--- src/rtl/espirometro_pkg.sv ---
// Shared spirometer definitions: FSM encoding and default sizing
// common to the tick divider and the period meter.
package espirometro_pkg;

  typedef enum logic [1:0] {
    IDLE    = 2'd0,
    MEASURE = 2'd1,
    STALL   = 2'd2
  } state_t;

  localparam int COUNT_W_DEF    = 24;
  localparam int TIMEOUT_DEF    = 12500000;
  localparam int MIN_PERIOD_DEF = 16;

  function automatic bit params_ok(
    input int cw,
    input int to,
    input int mp
  );
    longint lim;
    lim = longint'(1) << cw;
    return (longint'(to) < lim) && (mp >= 2) && (mp <= to);
  endfunction

endpackage

--- src/rtl/medidor_periodo_if.sv ---
// Result handshake between the period meter and its consumer.
// The meter drives result and flags; the consumer drives iAck.
interface medidor_periodo_if
  import espirometro_pkg::*;
#(
  parameter int COUNT_W = COUNT_W_DEF
);

  logic [COUNT_W-1:0] oPeriod;
  logic               oValid;
  logic               oTimeout;
  logic               oOverrun;
  logic               iAck;

  modport master (
    output oPeriod,
    output oValid,
    output oTimeout,
    output oOverrun,
    input  iAck
  );

  modport slave (
    input  oPeriod,
    input  oValid,
    input  oTimeout,
    input  oOverrun,
    output iAck
  );

endinterface

--- src/rtl/sincronizador_flanco.sv ---
// Enabled 3-flop synchronizer with rising-edge detect for async
// sensor inputs; the edge pulse is valid for one enabled cycle.
module sincronizador_flanco (
  input  logic iClk,
  input  logic iReset,
  input  logic iCE,
  input  logic iAsync,
  output logic oEdge
);

  logic r_s1;
  logic r_s2;
  logic r_s3;

  always_ff @(posedge iClk) begin
    if (iReset) begin
      r_s1 <= 1'b0;
      r_s2 <= 1'b0;
      r_s3 <= 1'b0;
    end else if (iCE) begin
      r_s1 <= iAsync;
      r_s2 <= r_s1;
      r_s3 <= r_s2;
    end
  end

  assign oEdge = r_s2 & ~r_s3;

endmodule

--- src/rtl/medidor_periodo.sv ---
// Turbine pulse period meter: counts enabled cycles between rising
// edges, rejects glitches, flags stalls and unread overwrites.
module medidor_periodo
  import espirometro_pkg::*;
#(
  parameter int COUNT_W    = COUNT_W_DEF,
  parameter int TIMEOUT    = TIMEOUT_DEF,
  parameter int MIN_PERIOD = MIN_PERIOD_DEF
) (
  input  logic               iClk,
  input  logic               iReset,
  input  logic               iCE,
  input  logic               iPulse,
  medidor_periodo_if.master  bus
);

  localparam logic [COUNT_W-1:0] LP_TO  = COUNT_W'(TIMEOUT);
  localparam logic [COUNT_W-1:0] LP_MIN = COUNT_W'(MIN_PERIOD);
  localparam logic [COUNT_W-1:0] LP_ONE = COUNT_W'(1);

  if (!params_ok(COUNT_W, TIMEOUT, MIN_PERIOD)) begin : g_bad_params
    $error("medidor_periodo: invalid COUNT_W/TIMEOUT/MIN_PERIOD");
  end

  logic w_edge;
  logic w_pub;

  state_t             r_state;
  logic [COUNT_W-1:0] r_count;
  logic [COUNT_W-1:0] r_period;
  logic               r_valid;
  logic               r_timeout;
  logic               r_overrun;

  sincronizador_flanco u_sync (
    .iClk   (iClk),
    .iReset (iReset),
    .iCE    (iCE),
    .iAsync (iPulse),
    .oEdge  (w_edge)
  );

  assign w_pub = iCE & w_edge
               & (r_state == MEASURE)
               & (r_count >= LP_MIN);

  always_ff @(posedge iClk) begin
    if (iReset) begin
      r_state   <= IDLE;
      r_count   <= '0;
      r_period  <= '0;
      r_valid   <= 1'b0;
      r_timeout <= 1'b0;
      r_overrun <= 1'b0;
    end else begin
      if (iCE) begin
        case (r_state)
          IDLE: begin
            if (w_edge) begin
              r_count <= LP_ONE;
              r_state <= MEASURE;
            end
          end
          MEASURE: begin
            // An edge at exactly TIMEOUT still closes a valid period
            if (w_edge) begin
              if (r_count < LP_MIN) r_count <= r_count + LP_ONE;
              else                  r_count <= LP_ONE;
            end else if (r_count == LP_TO) begin
              r_state   <= STALL;
              r_timeout <= 1'b1;
            end else begin
              r_count <= r_count + LP_ONE;
            end
          end
          STALL: begin
            if (w_edge) begin
              r_timeout <= 1'b0;
              r_count   <= LP_ONE;
              r_state   <= MEASURE;
            end
          end
          default: begin
            r_state <= IDLE;
            r_count <= '0;
          end
        endcase
      end

      // Consumer side runs every clock, independent of iCE
      if (w_pub) begin
        r_period <= r_count;
        r_valid  <= 1'b1;
        if (r_valid & ~bus.iAck) r_overrun <= 1'b1;
      end else if (bus.iAck) begin
        r_valid   <= 1'b0;
        r_overrun <= 1'b0;
      end
    end
  end

  assign bus.oPeriod  = r_period;
  assign bus.oValid   = r_valid;
  assign bus.oTimeout = r_timeout;
  assign bus.oOverrun = r_overrun;

endmodule

--- src/flat_wrapper.sv ---
// flat-port wrapper written by rule: the top's interface ports become plain ports
module medidor_periodo_flat import espirometro_pkg::*;
#(
  parameter int COUNT_W    = COUNT_W_DEF,
  parameter int TIMEOUT    = TIMEOUT_DEF,
  parameter int MIN_PERIOD = MIN_PERIOD_DEF
)
  (iClk, iReset, iCE, iPulse, bus_oPeriod, bus_oValid, bus_oTimeout, bus_oOverrun, bus_iAck);
  medidor_periodo_if #(.COUNT_W(COUNT_W)) bus_i ();
  input  logic iClk;
  input  logic iReset;
  input  logic iCE;
  input  logic iPulse;
  output wire logic [$bits(bus_i.oPeriod)-1:0] bus_oPeriod;
  output wire logic [$bits(bus_i.oValid)-1:0] bus_oValid;
  output wire logic [$bits(bus_i.oTimeout)-1:0] bus_oTimeout;
  output wire logic [$bits(bus_i.oOverrun)-1:0] bus_oOverrun;
  input wire logic [$bits(bus_i.iAck)-1:0] bus_iAck;
  assign bus_oPeriod = bus_i.oPeriod;
  assign bus_oValid = bus_i.oValid;
  assign bus_oTimeout = bus_i.oTimeout;
  assign bus_oOverrun = bus_i.oOverrun;
  assign bus_i.iAck = bus_iAck;
  medidor_periodo #(.COUNT_W(COUNT_W), .TIMEOUT(TIMEOUT), .MIN_PERIOD(MIN_PERIOD)) u_core (.iClk(iClk), .iReset(iReset), .iCE(iCE), .iPulse(iPulse), .bus(bus_i));
endmodule
--- config.mk ---
export PLATFORM = sky130hd
export DESIGN_NAME = medidor_periodo_flat
export DESIGN_NICKNAME = d
export VERILOG_FILES = /design/src/rtl/espirometro_pkg.sv /design/src/rtl/medidor_periodo_if.sv /design/src/rtl/sincronizador_flanco.sv /design/src/rtl/medidor_periodo.sv /design/src/flat_wrapper.sv
export SDC_FILE = /design/constraint.sdc
export NUM_CORES = 1
export LEC_CHECK = 0
export ABC_AREA = 1
export CORE_UTILIZATION = 25
export CTS_CLUSTER_SIZE = 25
export DETAILED_ROUTE_END_ITERATION = 12
export MAX_ROUTING_LAYER = met4
export PLACE_DENSITY = 0.42
export RECOVER_POWER = 25
export SETUP_SLACK_MARGIN = 0.2
export SLEW_MARGIN = 20
export SYNTH_ARGS = -nofsm -noshare
export SYNTH_HDL_FRONTEND = slang
export SYNTH_SLANG_ARGS = --single-unit
export TNS_END_PERCENT = 20
--- constraint.sdc ---
create_clock -name iClk -period 3.3 [get_ports iClk]
set_input_delay 0.66 -clock iClk [delete_from_list [all_inputs] [get_ports iClk]]
set_output_delay 0.66 -clock iClk [all_outputs]
set_load 0.1 [all_outputs]
[Word-level counts from Yosys, hierarchy flattened]
Cells that the tools add are included.
Word-level totals
  flip-flop bits (word level): 56
  input bits: 5
  output and inout port bits: 27
  logic and storage cells: 53
Cells by class
  add/sub/neg operators: 1
  order comparisons: 2
  equality and inequality tests: 9
  muxes and demuxes: 17
  bitwise operators: 7
  reduce and logical (&&, ||, !) cells: 8
Operators by type and width (count)
  $mux 24: 4
  $pmux 24 s2: 1
  $add 24x1->24 const B: 1
  $eq 24x24->1 const B: 1
  $ge 24x5->1 const B: 1
  $lt 24x5->1 const B: 1
  $mux 1: 7
  $mux 2: 3
  $ne 2x2->1 const B: 3
  $and 1x1->1: 5
  $reduce_and 5->1: 1
  $ne 2x1->1 const B: 2
  $pmux 2 s2: 1
  $reduce_and 4->1: 1
  $reduce_bool 2->1: 2
  $ne 3x2->1 const B: 1
  $reduce_and 3->1: 1
  $eq 2x1->1 const B: 1
  $eq 2x2->1 const B: 1
  $logic_not 2->1: 1
  $not 1->1: 2
  $pmux 1 s2: 1
  $reduce_and 2->1: 1
  $reduce_or 2->1: 1

[Longest topological paths before layout]
  word-level depth: 7
  gate-level depth with buffers: 13
  gate-level depth less buffers: 13

[Hierarchy]
Synthesis repeated with hierarchy kept, for this count alone.
Unflattened totals
  cells, all modules: 416
  area total of the unflattened synthesis: 2791.4 µm²
By module, submodules not included
  medidor_periodo: times used 1, cells each 396, area each 2667.6 µm², sequential area each 1061.0 µm²
  sincronizador_flanco: times used 1, cells each 20, area each 123.9 µm², sequential area each 60.1 µm²

[Worst setup path after synthesis]
Ideal clock, no wire load.
  path type: input to register
  start: input port iCE
  end: register u_core.r_period[19], in the netlist u_core.bus.oPeriod[19]
  setup time: 0.122 ns
  arrival: 1.492 ns
  required time: 3.178 ns
  slack: 1.686 ns
  stages on the path: 8
  path buffers: 2
  cell sequence: inv_1 -> nor2_1 -> nand2_1 -> inv_1 -> buf_4 -> buf_2 -> o21ai_0 -> a21oi_1
On the way
  word-level cells in the longest chain between the ends: 3
RTL lines
  from (decl): RTL line flat_wrapper.sv:12  | input logic iCE;
  $and 1x1->1: RTL line medidor_periodo.sv:43  | assign w_pub = iCE & w_edge
  $and 1x1->1: RTL line medidor_periodo.sv:44  | & (r_state == MEASURE)
  $and 1x1->1: RTL line medidor_periodo.sv:45  | & (r_count >= LP_MIN);
  to (signal assigned): RTL line medidor_periodo.sv:92  | r_period <= r_count;
  to (decl): RTL line medidor_periodo.sv:30  | logic [COUNT_W-1:0] r_period;
No other way between the ends.
A chain may end at the register's enable or synchronous reset.

[Worst setup path in the final report]
  start: input port iCE
  end: register u_core.r_count[19]
On the way
  word-level cells in the longest chain between the ends: 1
RTL lines
  $reduce_and 3->1 (no line)
  to (signal assigned): RTL line medidor_periodo.sv:67  | if (r_count < LP_MIN) r_count <= r_count + LP_ONE;
  to (signal assigned): RTL line medidor_periodo.sv:73  | r_count <= r_count + LP_ONE;
  to (decl): RTL line medidor_periodo.sv:29  | logic [COUNT_W-1:0] r_count;
No other way between the ends.

==> flow_metrics.py <==
metrics = {
    "synth": {
        "yosys.area.top_type": "dfxtp_1",
        "yosysWarnings": 0,
        "ys_types": 29,
        "synth_edf_count": 0,
        "synth_common_cells": "nand2_1, nor2_1, dfxtp_1",
        "syn_inst": 439,
        "synth_area_leaders": "dfxtp_1, nand2_1, a21oi_1",
        "ys_ff_latch": 56,
        "netlist.area_leader.share_pct": 39.1,
        "syn_avg_cell_area_sq_um": 6.53,
        "synth_ff_type": "dfxtp_1",
        "ys_seq_area_share_pct": 39.1,
        "async_reset_ff_share_pct": 0,
        "syn_area_sq_um": 2870,
        "synth_nets": 446,
        "synth.most_common_cell": "nand2_1",
    },
    "cts": {
        "hold_buffers": 0,
        "clock_sinks": 56,
        "path_clk_slew_ps": 70,
        "cts_tree": "yes",
        "clk_path_buf_depth": 2,
        "clk_latency_ps": 290,
        "cts_buffers": 5,
        "ctsResizeCount": 0,
        "cts.root.buffer_cell": "clkbuf_16",
        "htree_levels": 2,
        "post-cts-setup-buffers": 0,
    },
    "detailed_routing": {
        "wl_per_cell_um": 13.7,
        "totalWireLength_mm": 8.33,
        "drt_pre_antenna_iters": 4,
        "postRouteAntennaNets": 0,
        "drc_errors": 0,
        "drtIter0Drc": 110,
        "vias": 2788,
        "viasPerCell": 4.59,
    },
    "sta": {
        "setup_viol": 0,
        "grt_setup_unrepaired": "no",
        "hold_viol": 0,
        "min_period_over_period_pct": 67.5,
        "timing.fmax_mhz": 449,
        "clock_skew_ps": 8.47,
        "worst_slew_pin_slew_ps": 1180,
        "finalMaxSlewViolations": 0,
        "period_needed_ps": 2230,
        "slew_headroom_pct": 21.7,
        "final.setup.tns_ps": 0,
    },
    "worst_setup_path": {
        "critical_path.top_delay_family": "simple AND/OR/NAND/NOR gates",
        "slowest_stage": "clkdlybuf4s50_1",
        "critPathMaxStageDelay_ps": 540,
        "crit_buf_inv": 2,
        "start_kind": "input port",
        "rrSetupSlack_ps": 1170,
        "worst-setup-path-type": "in2reg",
        "worstPathArrival_ps": 2450,
        "crit_chain": "clkdlybuf4s50_1, inv_1, a21oi_4, nand2_4, nor2_2, nand2_1, a21oi_1",
        "endpoint_kind": "register",
        "worstPathRequired_ps": 3530,
        "r2r_start": "u_core.r_count[12]",
        "rr_endpoint": "u_core.r_count[2]",
        "crit_fanout": 23,
        "worstRegToRegCells": 10,
    },
    "placed_design": {
        "place.gp.congestion": 0.839,
        "io_buffers": 31,
        "hpwl_mm": 5.98,
    },
    "die": {
        "num_rows": 38,
        "start_util_pct": 26.1,
        "core_sq_um": 11000,
        "pin_count": 32,
        "die_area_sq_um": 11900,
        "die_h_um": 109,
        "fp.dieW_um": 109,
    },
    "power": {
        "ir_drop_uv": 190,
        "p_total_w": 0.00136,
        "powerDensity_nw_per_um2": 411,
        "leakagePower_nw": 1.27,
    },
    "layout": {
        "antenna_cells": 0,
        "num-fill-cells": 1256,
        "drive_gt1_share_pct": 6.20,
        "fin_nets": 474,
        "syn2layout_area_growth_pct": 15.5,
    },
    "min_path": {
        "hold_end": "u_core.bus.oTimeout",
        "hp-class": "reg2reg",
        "hold_path_depth": 1,
        "hp-start": "u_core.bus.oTimeout",
    },
    "global_route": {
        "grt_pass1_wl_mm": 13.5,
        "grt_pass1_vias": 2609,
        "track_usage_pct": 15.1,
        "grt-ovfl-total": 0,
        "antenna_found_initial": 0,
        "grt_max_degree": 38,
    },
    "flow_run": {
        "drv_cap": 0,
    },
    "outcome": {
        "run_status": "complete, no violations",
    },
}
[placed cells by master, fill, tap and decap left out]
| cell type | Yosys | final |
|---|---|---|
| nor3_1 | 6 | 6 |
| nand2_2 | 4 | 4 |
| o21ai_1 | 2 | 2 |
| clkbuf_8 | 0 | 1 |
| nor2_1 | 61 | 61 |
| dfxtp_1 | 56 | 56 |
| nor2_2 | 1 | 1 |
| and2_1 | 1 | 1 |
| a21oi_4 | 1 | 1 |
| o21a_1 | 1 | 1 |
| clkbuf_1 | 6 | 21 |
| nand2_1 | 116 | 116 |
| buf_12 | 0 | 1 |
| inv_4 | 1 | 1 |
| nand3_1 | 30 | 31 |
| ha_1 | 2 | 2 |
| a21oi_1 | 46 | 46 |
| buf_4 | 3 | 10 |
| o21ai_2 | 1 | 1 |
| nand4_1 | 9 | 9 |
| clkbuf_16 | 0 | 5 |
| nor2_4 | 3 | 3 |
| clkdlybuf4s50_1 | 0 | 4 |
| clkinv_1 | 1 | 1 |
| nand2_4 | 1 | 1 |
| o21ai_0 | 31 | 31 |
| o21bai_1 | 2 | 2 |
| a41oi_1 | 1 | 1 |
| inv_1 | 47 | 47 |
| xor2_1 | 1 | 1 |
[per-stage QoR]
step / cells / instance area [sq um] / setup WS (ps) / hold slack (ps) / utilization (%)
detailed placement: 600 / 3250 / 769 / 463 / 29.6
finish: 608 / 3310 / 1070 / 475 / 30.1
floorplan: 439 / 2870 / 1690 / 468 / -
global placement: 600 / 3250 / 815 / 456 / 29.6
CTS: 608 / 3390 / 1080 / 484 / 30.9
global route: 608 / 3310 / 866 / 502 / 30.1
[flip-flops by register name (all words and copies together), names as in the netlist]
register,cells
u_core.bus.oOverrun,1
u_core.bus.oPeriod,24
u_core.bus.oTimeout,1
u_core.bus.oValid,1
u_core.r_count,24
u_core.r_state,2
u_core.u_sync.r_s1,1
u_core.u_sync.r_s2,1
u_core.u_sync.r_s3,1
[worst max path at each step]
| stage | from | end | slack, ps | cells past startpoint |
|---|---|---|---|---|
| 6_report | iCE | u_core.r_count[19] | 1070 | 7 |
| 4_1_cts | iCE | u_core.bus.oPeriod[6] | 1080 | 8 |
| 2_1_floorplan | iCE | u_core.bus.oPeriod[19] | 1690 | 8 |
| 3_5_place_dp | iCE | u_core.bus.oPeriod[6] | 770 | 8 |
| 5_1_grt | iCE | u_core.bus.oPeriod[15] | 870 | 8 |
| 3_3_place_gp | iCE | u_core.bus.oPeriod[18] | 810 | 8 |
[routing by layer]
| layer | up-vias | part of all wire, % | global-route usage, % |
|---|---|---|---|
| met2 | 57 | 42 | 23.1 |
| met1 | 1252 | 52 | 20.5 |
| met3 | 16 | 4.1 | 2.51 |
| met5 | - | 0 | - |
| li1 | 1463 | - | - |
| met4 | 0 | 1.5 | 4.05 |
[cells by family after synthesis]
family,after synthesis,share of synthesized area (%)
DFF,56,39.1
AOI/OAI and AO/OA,85,15.8
xor gates and xnor gates,1,0.306
adders and majority gates,2,0.873
buffers and inverters,62,9.00
and+or+nand+nor,233,34.9
[worst register-to-register path: stages (launching register included)]
cell	delay, ps
dfxtp_1	510
nand2_2	130
nor2_4	150
nand2_2	70
nor2_4	110
nand3_1	220
nand2_4	340
inv_4	170
nand2_2	180
nand3_1	90
nor2_1	90
[final cells by class]
class                           count  area (sq um)  share of cell area (%)
Clock buffer                        8           146                    4.42
Timing Repair Buffer               34           206                    6.24
Tap cell                          140           175                    5.29
Sequential cell                    56          1120                    33.9
Inverter                           49           186                    5.63
Multi-Input combinational cell    321          1470                    44.5
[power by group]
part | internal (W) | switching [W]
Sequential | 0.000684 | 0.00000866
Clock | 0.000304 | 0.000240
Combinational | 0.0000301 | 0.0000919
No activity file was read; power rests on OpenSTA's default activity.
